**config.mk**
```make
export PLATFORM = sky130hd
export DESIGN_NAME = qpsk_bit_combiner
export DESIGN_NICKNAME = d
export VERILOG_FILES = /design/src/rtl/qpsk_bit_combiner.sv
export SDC_FILE = /design/constraint.sdc
export NUM_CORES = 1
export LEC_CHECK = 0
export CORE_MARGIN = 1
export CORE_UTILIZATION = 50
export CTS_BUF_LIST = sky130_fd_sc_hd__clkbuf_8
export CTS_CLUSTER_SIZE = 25
export DETAILED_ROUTE_END_ITERATION = 12
export GPL_ROUTABILITY_DRIVEN = 0
export PLACE_DENSITY_LB_ADDON = 0.12
export SKIP_CTS_REPAIR_TIMING = 1
export SYNTH_ARGS = -nofsm -noshare
export SYNTH_HDL_FRONTEND = slang
export SYNTH_SLANG_ARGS = --single-unit
```
**constraint.sdc**
```tcl
create_clock -name clk -period 2.3 [get_ports clk]
set_input_delay 0.23 -clock clk [delete_from_list [all_inputs] [get_ports clk]]
set_output_delay 0.23 -clock clk [all_outputs]
set_load 0.01 [all_outputs]
```
**src/rtl/qpsk_bit_combiner.sv**
```systemverilog
// QPSK bit combiner: buffers (I,Q) pairs and re-serialises them at one bit per clock; first bit 1 cycle after write.
// Backpressure: sym_ready = !full (no write-through); optional status outputs under QPSK_BIT_COMBINER_STATUS_EN.
module qpsk_bit_combiner #(
   parameter int FIFO_DEPTH = 4,
   parameter bit I_FIRST    = 1'b1
) (
   input  logic clk,
   input  logic rst,
   input  logic sym_valid,
   input  logic sym_i,
   input  logic sym_q,
   output logic sym_ready,
   output logic data,
   output logic data_valid,
   output logic data_sel
`ifdef QPSK_BIT_COMBINER_STATUS_EN
   ,
   output logic [$clog2(FIFO_DEPTH):0] fifo_level,
   output logic [7:0]                  gap_cnt
`endif
);

   localparam int AW = $clog2(FIFO_DEPTH);

   typedef enum logic [1:0] {IDLE, EMIT1, EMIT2} state_t;

   state_t        state, state_nxt;
   logic [1:0]    mem [FIFO_DEPTH];
   logic [AW-1:0] wr_ptr, rd_ptr;
   logic [AW:0]   count;
   logic          full, empty, push, pop;
   logic [1:0]    head;
   logic          first_bit, second_bit;
   logic          hold, hold_nxt;
   logic          data_nxt, data_valid_nxt, data_sel_nxt;

   assign full      = (count == (AW+1)'(FIFO_DEPTH));
   assign empty     = (count == '0);
   assign sym_ready = !rst && !full;
   assign push      = sym_valid && sym_ready;
   // Empty is judged on the registered count, so a same-edge push waits a cycle.
   assign pop       = ((state == IDLE) || (state == EMIT2)) && !empty;

   assign head       = mem[rd_ptr];
   assign first_bit  = I_FIRST ? head[1] : head[0];
   assign second_bit = I_FIRST ? head[0] : head[1];

   always_ff @(posedge clk) begin
      if (push) begin
         mem[wr_ptr] <= {sym_i, sym_q};
      end
   end

   always_ff @(posedge clk) begin
      if (rst) begin
         wr_ptr <= '0;
         rd_ptr <= '0;
         count  <= '0;
      end else begin
         if (push) wr_ptr <= wr_ptr + 1'b1;
         if (pop)  rd_ptr <= rd_ptr + 1'b1;
         case ({push, pop})
            2'b10:   count <= count + 1'b1;
            2'b01:   count <= count - 1'b1;
            default: count <= count;
         endcase
      end
   end

   always_ff @(posedge clk) begin
      if (rst) begin
         state      <= IDLE;
         hold       <= 1'b0;
         data       <= 1'b0;
         data_valid <= 1'b0;
         data_sel   <= 1'b0;
      end else begin
         state      <= state_nxt;
         hold       <= hold_nxt;
         data       <= data_nxt;
         data_valid <= data_valid_nxt;
         data_sel   <= data_sel_nxt;
      end
   end

   always_comb begin
      state_nxt = IDLE;
      case (state)
         IDLE:    state_nxt = empty ? IDLE : EMIT1;
         EMIT1:   state_nxt = EMIT2;
         EMIT2:   state_nxt = empty ? IDLE : EMIT1;
         default: state_nxt = IDLE;
      endcase
   end

   always_comb begin
      hold_nxt       = hold;
      data_nxt       = data;
      data_valid_nxt = data_valid;
      data_sel_nxt   = data_sel;
      case (state)
         IDLE, EMIT2: begin
            if (!empty) begin
               data_nxt       = first_bit;
               hold_nxt       = second_bit;
               data_sel_nxt   = !I_FIRST;
               data_valid_nxt = 1'b1;
            end else begin
               data_nxt       = 1'b0;
               data_sel_nxt   = 1'b0;
               data_valid_nxt = 1'b0;
            end
         end
         EMIT1: begin
            data_nxt       = hold;
            data_sel_nxt   = I_FIRST;
            data_valid_nxt = 1'b1;
         end
         default: begin
            data_nxt       = 1'b0;
            data_sel_nxt   = 1'b0;
            data_valid_nxt = 1'b0;
         end
      endcase
   end

`ifdef QPSK_BIT_COMBINER_STATUS_EN
   assign fifo_level = count;

   always_ff @(posedge clk) begin
      if (rst) begin
         gap_cnt <= 8'd0;
      end else if ((state == EMIT2) && empty && (gap_cnt != 8'hFF)) begin
         gap_cnt <= gap_cnt + 8'd1;
      end
   end
`endif

endmodule

```
==> out/results.txt <==
Status: completed
Global route total overflow: 0
RSZ-0062 raised after global routing: no
Worst hold slack: 0.470 ns
Adder-Cell Fraction of Synth Area: 8.84%
Sequential area share after synthesis: 55.7%
Max Root-Sink Buffers: 2
Maximum vdd drop: 0.000702 V
Power per Cell Area: 1190 nW/um^2
Fin crit period: 2.06 ns
DR DRC count: 0
TNS Setup: 0 ns
Largest net degree at the start of global routing: 15
Synth Flop Type: dfxtp_1
EDFF count, synth: 8
CTS buffer count: 3
Worst Setup Path Type: flip-flop to flip-flop
Mux share of post-synthesis cell area: 7.10%
FP Rows: 15
Worst-margin pin slew: 0.415 ns
CTS tree: yes
WP buf/inv: 2
Sw power: 0.397 mW
Top post-synthesis cells by area: dfxtp_1 (30%), edfxtp_1 (26%), ha_1 (6.7%), mux4_2 (4.8%), a21oi_1 (3.2%)
Dpl hpwl: 934 microns
GRT Resource Usage Total: 15.4%
Ports: 9
Crit Path Max Fanout: 5
CORE AREA: 1750 sq um
Layout cells sized above 1: 11.1%
Max-Cap Viols: 0
Reg2reg path depth: 9
Rel. slew slack: 72.2%
Setup crit start kind: flip-flop
Sequential power share: 43.6%
Main combinational cell family by area after synthesis: simple AND/OR/NAND/NOR gates
Tot Pwr: 1.33 mW
Mean Syn Cell Area: 12.1 sq um
Hold depth: 1
Antenna Violating Nets Remaining: 0
Starting Density: 53.5%
ANT cells: 0
Slew Viols, Final: 0
Clock Skew: 0.00279 ns
XOR/XNOR share of the synthesized area: 1.87%
DRT iter0 DRCs: 5
Compound-Gate Fraction of Synth Area: 7.76%
P_leak: 0.422 nW
Cell Area, Synth: 935 sq um
Min-delay worst type: flip-flop to flip-flop
Slowest stage delay, CP: 0.37 ns
IO Port Bufs: 8
Final Cycle Share: 89.5%
Critical path required time: 2.49 ns
Synth unique cells: 24
Post-synth ARST share: 0%
Clk pwr share: 26.4%
Logic pwr share: 30.0%
First-pass GRT wire length: 2100 microns
Fill cells: 150
Clock Latency Late Sink: 0.26 ns
Total stage count of the critical path: 9
Top delay family on crit path: simple AND/OR/NAND/NOR gates
Vias in the first global route: 498
Cell mode on critical path: inv_1
Pre-antenna DRT Iters: 4
CP Capture Type: flip-flop
CTS H-Tree Depth: 1
Die Y: 45.2 microns
Syn-to-layout area delta: 19.9%
Yosys top cell by area: dfxtp_1
Vias per cell: 4.89
Synth top area share: 30.0%
Slowest cell on crit path: dfxtp_1
Pint: 0.932 mW
Clk sink count: 22
Clk slew on worst S/H paths: 0.08 ns
Switching share of power: 29.9%
Syn Inst Count: 77
Vias: 562
Yosys Warn Count: 0
Initial antenna violation count: 0
Crit-path cells: nor3b_2 > nor3b_4 > inv_1 > ha_1 > inv_1 > fa_1 > xor2_1 > or3_1 > a21oi_1
Post-Synth Simple-Gate Area: 14.3%
# setup viols final: 0
Flops & latches, synth: 22
Die area: 2050 sq um
Net count after synthesis: 88
Final wirelength: 1230 microns
Fmax: 486 MHz
Nets: 102
Crit path arrival time: 2.25 ns
DR WL/cell: 10.7 microns
Fin. Hold Viols: 0
Die Wd: 45.2 microns
Root Buffer: clkbuf_8
-- logic make-up (layout without fill, tap and decap cells) --
logic type | count (synthesis) | in the layout
muxes | 4 | 4
buffers and inverters | 9 | 22
adders and majority gates | 6 | 6
AOI/OAI and AO/OA | 12 | 12
and+or+nand+nor | 22 | 22
DFF | 22 | 22
xor gates and xnor gates | 2 | 2
-- stage by stage --
step / utilization [%] / area, sq um / setup WS, ns / instances
2_1_floorplan: - / 935 / 0.339 / 77
3_3_place_gp: 60.1 / 1050 / 0.195 / 111
3_5_place_dp: 60.1 / 1050 / 0.142 / 111
4_1_cts: 64.2 / 1120 / 0.222 / 115
5_1_grt: 64.2 / 1120 / 0.0816 / 115
6_report: 64.2 / 1120 / 0.242 / 115
-- area by class of cell --
class,count,area [sq um],area share [%]
Tap cell,25,31.3,2.79
Inverter,8,30.0,2.68
Timing Repair Buffer,10,95.1,8.48
Clock inverter,1,30.0,2.68
Sequential cell,22,520,46.4
Clock buffer,3,41.3,3.68
Multi-Input combinational cell,46,373,33.3
-- sequential cells by signal, summed over array words and instances (netlist names), named ones only --
signal,flops
data,1
data_sel,1
data_valid,1
mem,8
count,3
wr_ptr,2
hold,1
state,1
rd_ptr,2
-- cells in the final DEF, fill, tap and decap left out, types with 2 or more instances in the layout --
master / netlist / layout
dfxtp_1: 14 / 14
inv_1: 8 / 8
clkdlybuf4s50_1: 0 / 8
edfxtp_1: 8 / 8
nor2_1: 7 / 7
a21oi_1: 6 / 6
ha_1: 5 / 5
and2_1: 4 / 4
nor3_1: 3 / 3
or3_1: 3 / 3
o21ai_0: 3 / 3
clkbuf_8: 0 / 3
mux4_2: 2 / 2
xor2_1: 2 / 2
buf_4: 0 / 2
-- power groups by stage --
stage	combinational, mW	sequential [mW]	clock, mW
after floorplan	0.299	0.578	0
after global placement	0.393	0.587	0
after detailed placement	0.400	0.589	0
after CTS	0.403	0.579	0.357
after global routing	0.477	0.592	0.369
final	0.399	0.579	0.351
-- Yosys cell counts, types with 2 or more instances --
library cell,count
nor2_1,7
xor2_1,2
a21oi_1,6
and2_1,4
ha_1,5
dfxtp_1,14
mux4_2,2
or3_1,3
edfxtp_1,8
inv_1,8
o21ai_0,3
nor3_1,3
-- path summary, 6_finish.rpt --
kind | to | from | slack, ns
max | count[2] | count[0] | 0.24
min | data_sel | data_sel | 0.47
max reg2reg | count[2] | count[0] | 0.24
min reg2reg | data_sel | data_sel | 0.47
-- layer usage --
layer / global-route usage (%) / vias up / part of all wire [%] / wire, microns
met1: 21.1 / 256 / 53 / 659
met5: 0 / - / 0 / 0
met2: 20.3 / 7 / 43 / 532
met4: 12.7 / 0 / 1.5 / 18
met3: 3.60 / 2 / 1.9 / 23
li1: - / 297 / - / -
Note: power is estimated with default switching activity, not from simulation.
